**src/rtl/spike_synapse_pkg.sv**
```systemverilog
// Shared types, widths and saturating arithmetic for the spike_synapse block.
package spike_synapse_pkg;

   localparam int                DATA_W  = 8;
   localparam logic [DATA_W-1:0] SAT_MAX = 8'd255;

   typedef enum logic [1:0] {
      ST_IDLE,
      ST_LISTEN,
      ST_REFRACT
   } state_t;

   // Sum is formed one bit wider so the carry-out selects the clamp.
   function automatic logic [DATA_W-1:0] sat_add(input logic [DATA_W-1:0] a,
                                                 input logic [DATA_W-1:0] b);
      logic [DATA_W:0] sum;
      sum = {1'b0, a} + {1'b0, b};
      return sum[DATA_W] ? SAT_MAX : sum[DATA_W-1:0];
   endfunction

   function automatic logic [DATA_W-1:0] sat_inc(input logic [DATA_W-1:0] a);
      return (a == SAT_MAX) ? SAT_MAX : a + DATA_W'(1);
   endfunction

endpackage

```
**src/rtl/syn_decay.sv**
```systemverilog
// Free-running decay divider plus the shift/subtract step that pulls the
// synaptic current toward zero, removing at least 1 while it is non-zero.
module syn_decay
   import spike_synapse_pkg::*;
#(
   parameter int DECAY_PERIOD = 16,
   parameter int DECAY_SHIFT  = 3
) (
   input  logic              clk,
   input  logic              rst_n,
   input  logic [DATA_W-1:0] level,
   output logic              tick,
   output logic [DATA_W-1:0] decayed
);

   localparam int               DIV_W    = $clog2(DECAY_PERIOD);
   localparam logic [DIV_W-1:0] DIV_LAST = DIV_W'(DECAY_PERIOD - 1);

   logic [DIV_W-1:0]  div;
   logic [DATA_W-1:0] step;

   // NOTE: registers take <= so every flop samples pre-edge values; always_comb
   // blocks assign each output a default first so no latch is inferred.
   always_ff @(posedge clk or negedge rst_n) begin
      if (!rst_n) begin
         div <= '0;
      end else if (tick) begin
         div <= '0;
      end else begin
         div <= div + DIV_W'(1);
      end
   end

   assign tick = (div == DIV_LAST);

   // Without the floor of 1 a small current would stick below 2**DECAY_SHIFT.
   always_comb begin
      step = level >> DECAY_SHIFT;
      if (step == '0 && level != '0) begin
         step = DATA_W'(1);
      end
      decayed = tick ? (level - step) : level;
   end

endmodule

```
**src/rtl/spike_synapse.sv**
```systemverilog
// Spike receiver: edge detect, refractory FSM, decaying weighted current,
// spike counter and optional ISI measurement (macro SPIKE_SYNAPSE_ISI_EN).
module spike_synapse
   import spike_synapse_pkg::*;
#(
   parameter int DECAY_PERIOD = 16,
   parameter int DECAY_SHIFT  = 3,
   parameter int REFRACT      = 4
) (
   input  logic              clk,
   input  logic              rst_n,
   input  logic              spike_in,
   input  logic [DATA_W-1:0] weight,
   output logic [DATA_W-1:0] current,
   output logic [DATA_W-1:0] spike_count,
   output logic [DATA_W-1:0] isi,
   output logic              isi_valid
);

   localparam int              RC_W    = (REFRACT > 1) ? $clog2(REFRACT) : 1;
   localparam logic [RC_W-1:0] RC_LOAD = RC_W'(REFRACT - 1);

   state_t            state;
   state_t            state_nxt;
   logic [RC_W-1:0]   rcnt;
   logic [RC_W-1:0]   rcnt_nxt;
   logic              spike_prev;
   logic              edge_det;
   logic              accept;
   logic              decay_tick;
   logic [DATA_W-1:0] decayed;

   assign edge_det = spike_in & ~spike_prev;

   syn_decay #(
      .DECAY_PERIOD(DECAY_PERIOD),
      .DECAY_SHIFT (DECAY_SHIFT)
   ) u_decay (
      .clk    (clk),
      .rst_n  (rst_n),
      .level  (current),
      .tick   (decay_tick),
      .decayed(decayed)
   );

   always_ff @(posedge clk or negedge rst_n) begin
      if (!rst_n) begin
         state      <= ST_IDLE;
         rcnt       <= '0;
         spike_prev <= 1'b0;
      end else begin
         state      <= state_nxt;
         rcnt       <= rcnt_nxt;
         spike_prev <= spike_in;
      end
   end

   // Refractory window spans exactly REFRACT cycles after the accepting edge.
   always_comb begin
      state_nxt = state;
      rcnt_nxt  = rcnt;
      accept    = 1'b0;
      unique case (state)
         ST_IDLE, ST_LISTEN: begin
            if (edge_det) begin
               accept    = 1'b1;
               state_nxt = ST_REFRACT;
               rcnt_nxt  = RC_LOAD;
            end
         end
         ST_REFRACT: begin
            if (rcnt == '0) begin
               state_nxt = ST_LISTEN;
            end else begin
               rcnt_nxt = rcnt - RC_W'(1);
            end
         end
         default: state_nxt = ST_IDLE;
      endcase
   end

   // Decay is applied before the weight is added on a coincident tick.
   always_ff @(posedge clk or negedge rst_n) begin
      if (!rst_n) begin
         current     <= '0;
         spike_count <= '0;
      end else begin
         if (accept) begin
            current     <= sat_add(decayed, weight);
            spike_count <= sat_inc(spike_count);
         end else if (decay_tick) begin
            current <= decayed;
         end
      end
   end

`ifdef SPIKE_SYNAPSE_ISI_EN
   logic              report;
   logic [DATA_W-1:0] isi_cnt;

   // The first spike after reset has no predecessor, so only LISTEN reports.
   assign report = accept && (state == ST_LISTEN);

   always_ff @(posedge clk or negedge rst_n) begin
      if (!rst_n) begin
         isi_cnt   <= '0;
         isi       <= '0;
         isi_valid <= 1'b0;
      end else begin
         isi_valid <= report;
         if (report) begin
            isi <= sat_inc(isi_cnt);
         end
         if (accept) begin
            isi_cnt <= '0;
         end else begin
            isi_cnt <= sat_inc(isi_cnt);
         end
      end
   end
`else
   assign isi       = '0;
   assign isi_valid = 1'b0;
`endif

endmodule

```
**config.mk**
```make
export PLATFORM = sky130hd
export DESIGN_NAME = spike_synapse
export DESIGN_NICKNAME = d
export VERILOG_FILES = /design/src/rtl/spike_synapse_pkg.sv /design/src/rtl/syn_decay.sv /design/src/rtl/spike_synapse.sv
export SDC_FILE = /design/constraint.sdc
export NUM_CORES = 1
export LEC_CHECK = 0
export BUFFER_PORTS_ARGS = -buffer_cell sky130_fd_sc_hd__buf_2
export CAP_MARGIN = 20
export CORE_ASPECT_RATIO = 2
export CORE_MARGIN = 1
export CORE_UTILIZATION = 55
export DETAILED_ROUTE_END_ITERATION = 7
export GPL_ROUTABILITY_DRIVEN = 0
export PLACE_DENSITY = 0.8
export SYNTH_ARGS = -nofsm -noshare
export SYNTH_HDL_FRONTEND = slang
export SYNTH_SLANG_ARGS = --single-unit
```
**constraint.sdc**
```tcl
create_clock -name clk -period 4.1 [get_ports clk]
set_input_delay 0 -clock clk [delete_from_list [all_inputs] [get_ports clk]]
set_output_delay 0 -clock clk [all_outputs]
set_load 0.01 [all_outputs]
```
* After elaboration in Yosys (flattened, before gate mapping)
Cells that the tools add are included.
** Cells by class
- $add $sub $neg :: 5
- Equality and inequality tests :: 7
- Muxes and demuxes :: 15
- Bitwise gates (word level) :: 2
- Reductions and logical operators :: 10
** Operators by type and width (count)
- 8-bit 2-to-1 mux :: 5
- 8-bit by 8-bit adder with 9-bit output :: 1
- 8-bit by 1-bit adder with 8-bit output, second input constant :: 1
- 8-bit equality test, second input constant :: 1
- 8-bit logical NOT :: 1
- 2-bit 2-to-1 mux :: 4
- 2-bit case mux with 2 select lines :: 2
- 8-bit nonzero test :: 1
- 8-bit subtractor :: 1
- 2-bit inequality test, second input constant :: 3
- 5-bit 2-to-1 mux :: 1
- 4-bit by 1-bit adder with 4-bit output, second input constant :: 1
- 4-bit equality test, second input constant :: 1
- 2-bit logical NOT :: 2
- 4-bit 2-to-1 mux :: 1
- 2-bit nonzero test :: 2
- 3-bit AND reduction :: 1
- 2-bit by 1-bit equality test with 1-bit output, second input constant :: 1
- 2-bit equality test, second input constant :: 1
- 1-bit 2-to-1 mux :: 2
- 2-bit AND reduction :: 1
- 2-bit OR reduction :: 1
- 2-bit by 1-bit subtractor with 2-bit output, second input constant :: 1
- 1-bit AND :: 1
- 2 further kinds :: 2
** Storage, ports and cells
- Register bits :: 25
- Output and inout port bits :: 25
- Logic and storage cells :: 45

* Depth between registers and ports, before layout
- Depth in word-level cells :: 8
- Mapped depth :: 15
- Gate-level depth less buffers :: 15

* By module
Synthesis repeated with hierarchy kept, for this count alone.
** Unflattened totals
- Cell total of the unflattened synthesis :: 211
- Area, all modules :: 1878.1 µm²
** By module, submodules not included
- spike_synapse :: times used 1, cells each 154, area an instance 1393.8 µm², sequential area each 525.5 µm²
- syn_decay :: times used 1, cells each 57, area an instance 484.2 µm², sequential area each 100.1 µm²

* Worst setup path before layout
Ideal clock, no wire load.
- Kind :: register to register
- Start point :: reg current[1]
- End point :: reg current[7]
- Arrival :: 3.272 ns
- Required time :: 3.980 ns
- Setup slack :: 0.708 ns
- Cell stages (with the launch flop) :: 13
- Path buffers :: 0
- Clock period less this slack :: 3.392 ns
- Path through :: dfrtp_1 -> or3_1 -> a41o_1 -> ha_1 -> inv_1 -> fa_1 -> mux2_2 -> fa_1 -> a211oi_2 -> o21ai_1 -> a31oi_4 -> nand2_2 -> o211a_1
** On the way
- Cells in the longest elaborated chain, start to end :: 8
- Elaborated cells on any way between the ends :: 9
- Classes of those cells :: 2 x add/sub; 5 x mux; 2 x reduce/logical
** RTL lines
- start: declaration :: line spike_synapse.sv:14 : output logic [DATA_W-1:0] current,
- start signal: assignment :: line spike_synapse.sv:89 : current <= sat_add(decayed, weight);
- start signal: assignment :: line spike_synapse.sv:92 : current <= decayed;
- 8-bit nonzero test :: line syn_decay.sv:39 : if (step == '0 && level != '0) begin
- 1-bit logical AND :: line syn_decay.sv:39
- 5-bit 2-to-1 mux :: line syn_decay.sv:39
- 8-bit subtractor :: line syn_decay.sv:42 : decayed = tick ? (level - step) : level;
- 8-bit 2-to-1 mux (*) :: line syn_decay.sv:42
- 8-bit by 8-bit adder with 9-bit output :: line spike_synapse_pkg.sv:17 : sum = {1'b0, a} + {1'b0, b};
- 8-bit 2-to-1 mux :: line spike_synapse_pkg.sv:18 : return sum[DATA_W] ? SAT_MAX : sum[DATA_W-1:0];
- 8-bit 2-to-1 mux (*) :: line spike_synapse.sv:88 : if (accept) begin
Every way passes the cells marked *; elsewhere a longest branch is shown, timed or not. The select of a mux whose other input is x is not followed.
A chain may end at the register's enable or synchronous reset.

* Worst setup path in the final report
- Start point :: reg current[1]
- End point :: reg current[5]
The elaborated chain is that of the path after synthesis.

==> flow_metrics.tcl <==
set metrics [dict create \
    rsz0062_at_grt "false" \
    hold_viol_final 0 \
    rows 29 \
    antenna_found_initial 0 \
    wl_per_cell_um 14.7 \
    die-area_um2 3500 \
    swShare_pct 44.4 \
    synth_ff_type "dfrtp_1" \
    cts-resized-gates 0 \
    post-route-min-period_ns 3.68 \
    holdPathStages 3 \
    comb_power_share_pct 60.2 \
    ant_nets 0 \
    crit_arrival_ns 3.84 \
    r2r_end "current[5]$_DFFE_PN0P_" \
    syn_area_um2 1790 \
    io_buffers 26 \
    clk_pin_slew_worst_paths_ns 0.09 \
    cts_setup_buffers 0 \
    p_leak_nw 0.947 \
    syn_to_final_growth_pct 11.1 \
    viasPerCell 5.78 \
    power_density_nw_per_um2 709 \
    vias 1433 \
    hold_class "primary input to register" \
    root_buffer "clkbuf_8" \
    synth_largest_area_cell "dfrtp_1" \
    drtIter0Drc 34 \
    period_share_pct 89.7 \
    yosysWarnings 0 \
    clock_insertion_delay_worst_skew_ns 0.27 \
    grt_pass1_wl_um 6110 \
    ys_ff_latch 25 \
    grt.total_usage_pct 22.7 \
    tritoncts "built" \
    cp-end-kind "register" \
    drive_gt1_share_pct 18.0 \
    synth_edf_count 0 \
    cp_data_required_time_ns 4.26 \
    ys_top_cells_by_area "dfrtp_1 (35%), ha_1 (11%), xnor2_1 (4.9%)" \
    r2r-start "current[1]$_DFFE_PN0P_" \
    dr.pass1.iters 4 \
    worstMarginPinSlew_ns 0.586 \
    diodes 0 \
    seq_area_frac_synth_pct 34.9 \
    skew_ns 0.00371 \
    syn_avg_cell_area_um2 9.57 \
    io_pins 36 \
    clockPowerShare_pct 10.5 \
    die_x_um 42.3 \
    fin_util_pct 63.8 \
    yosysMostFrequentCell "dfrtp_1" \
    setup_viol 0 \
    worst-path-max-fanout 5 \
    clkSinkCount 25 \
    drv_cap 0 \
    totalWireLength_um 3660 \
    power_mw 1.41 \
    fmax_mhz 272 \
    ff2ff_path_depth 12 \
    numCtsBuffers 3 \
    core_area_um2 3120 \
    grt_max_degree 26 \
    grt-ovfl-total 0 \
    fill_cells 291 \
    grt_pass1_vias 1458 \
    clock_path_buffers 2 \
    drc 0 \
    htreeDepth 1 \
    dp_cells 242 \
    async_flop_share_pct 100 \
    layout.nets 247 \
    drv_slew 0 \
    internal_power_uw 785 \
    final.setup.tns_ns 0 \
    hp-start "weight[0]" \
    startpoint_type "register" \
    critical_path_class "register to register" \
    yosys.cell_types.count 46 \
    hold_buffers 2 \
    die_h_um 82.7 \
    p_switching_uw 626 \
    irDropWorstVdd_mv 0.471 \
    r2r_setup_slack_ns 0.42 \
    pwr-share-seq_pct 29.4 \
    status "finished, final reports clean" \
    synth_top_area_share_pct 34.9 \
    initial_core_util_pct 57.4 \
    hold_slack_ns 0.0992 \
    synth_commonest_cells "dfrtp_1 (25), ha_1 (16), inv_1 (13), o21ai_0 (12), a21oi_1 (11)" \
    synthCells 187 \
    finalNonFillerCells 248 \
    place_hpwl_um 2880 \
    slew_headroom_pct 61.0 \
    worstHoldEndpoint "current[0]$_DFFE_PN0P_" \
]
[state kept, by name, indices dropped and copies added, names as in the netlist]
| register | count |
|---|---|
| current | 8 |
| rcnt | 2 |
| spike_count | 8 |
| spike_prev | 1 |
| state | 2 |
| u_decay.div | 4 |
[metal layers]
metal / wire, µm / vias to the layer above / global-route usage, %
met3: 76 / 11 / 2.17
met2: 2070 / 30 / 44.2
li1: - / 716 / -
met5: 0 / - / 0
met4: 91 / 0 / 9.69
met1: 1420 / 676 / 24.1
[power by group through the flow]
stage / clock (mW) / combinational [mW] / sequential (mW)
after floorplan: 0 / 0.624 / 0.434
after global placement: 0 / 0.837 / 0.418
after detailed placement: 0 / 0.843 / 0.419
after CTS: 0.150 / 0.851 / 0.415
after global routing: 0.158 / 0.964 / 0.433
final: 0.148 / 0.849 / 0.414
[layout by cell type, fill, tap and decap left out, drive strengths merged, types with 3 or more instances in the layout]
cell type,count
o22a,3
clkbuf,4
a31oi,5
conb,9
nand3,8
o21a,5
a21o,5
inv,13
nand2,11
a211oi,3
nand4,4
xor2,4
nor2,11
dfrtp,25
buf,27
o21ai,15
xnor2,10
a21oi,11
ha,16
[through the flow]
step	setup slack (ns)	instance area [µm²]
floorplan	0.708	1820
global placement	0.473	1920
detailed placement	0.417	1920
CTS	0.393	1990
global route	0.178	1990
finish	0.422	1990
[cells by family (layout without fill, tap and decap cells)]
| family | Yosys count | in the layout | synth area share, % |
|---|---|---|---|
| buffers and inverters | 24 | 46 | 7.06 |
| multiplexers | 2 | 2 | 1.26 |
| XOR/XNOR | 14 | 14 | 6.85 |
| AND/OR/NAND/NOR | 45 | 45 | 13.4 |
| other | 1 | 9 | 0.209 |
| flip-flops | 25 | 25 | 34.9 |
| adder cells (fa/ha/maj) | 18 | 18 | 13.4 |
| AO/OA/AOI/OAI | 58 | 58 | 22.9 |
[worst max-delay path by stage]
stage                                 startpoint                     end  slack (ns)
after floorplan           current[1]$_DFFE_PN0P_  current[7]$_DFFE_PN0P_        0.71
after global placement    current[1]$_DFFE_PN0P_  current[7]$_DFFE_PN0P_        0.47
after detailed placement  current[1]$_DFFE_PN0P_  current[5]$_DFFE_PN0P_        0.42
after CTS                 current[1]$_DFFE_PN0P_  current[5]$_DFFE_PN0P_        0.39
after global routing      current[5]$_DFFE_PN0P_  current[5]$_DFFE_PN0P_        0.18
final                     current[1]$_DFFE_PN0P_  current[5]$_DFFE_PN0P_        0.42
[final cells by class]
cell class | count | area, µm² | share of cell area [%]
Inverter | 13 | 48.8 | 2.45
Multi-Input combinational cell | 146 | 1070 | 54.0
Tap cell | 31 | 38.8 | 1.95
Clock buffer | 4 | 45.0 | 2.26
Timing Repair Buffer | 29 | 158 | 7.92
Sequential cell | 25 | 626 | 31.4
[critical path, stage by stage (launching register included)]
cell	delay [ns]
dfrtp_1	0.44
or3_1	0.38
a41o_1	0.26
ha_1	0.19
inv_1	0.08
fa_1	0.41
mux2_2	0.31
fa_1	0.47
a211oi_2	0.28
o21ai_1	0.15
a31oi_4	0.23
nand2_2	0.13
o221a_1	0.24
(Power assumes the default switching activity.)
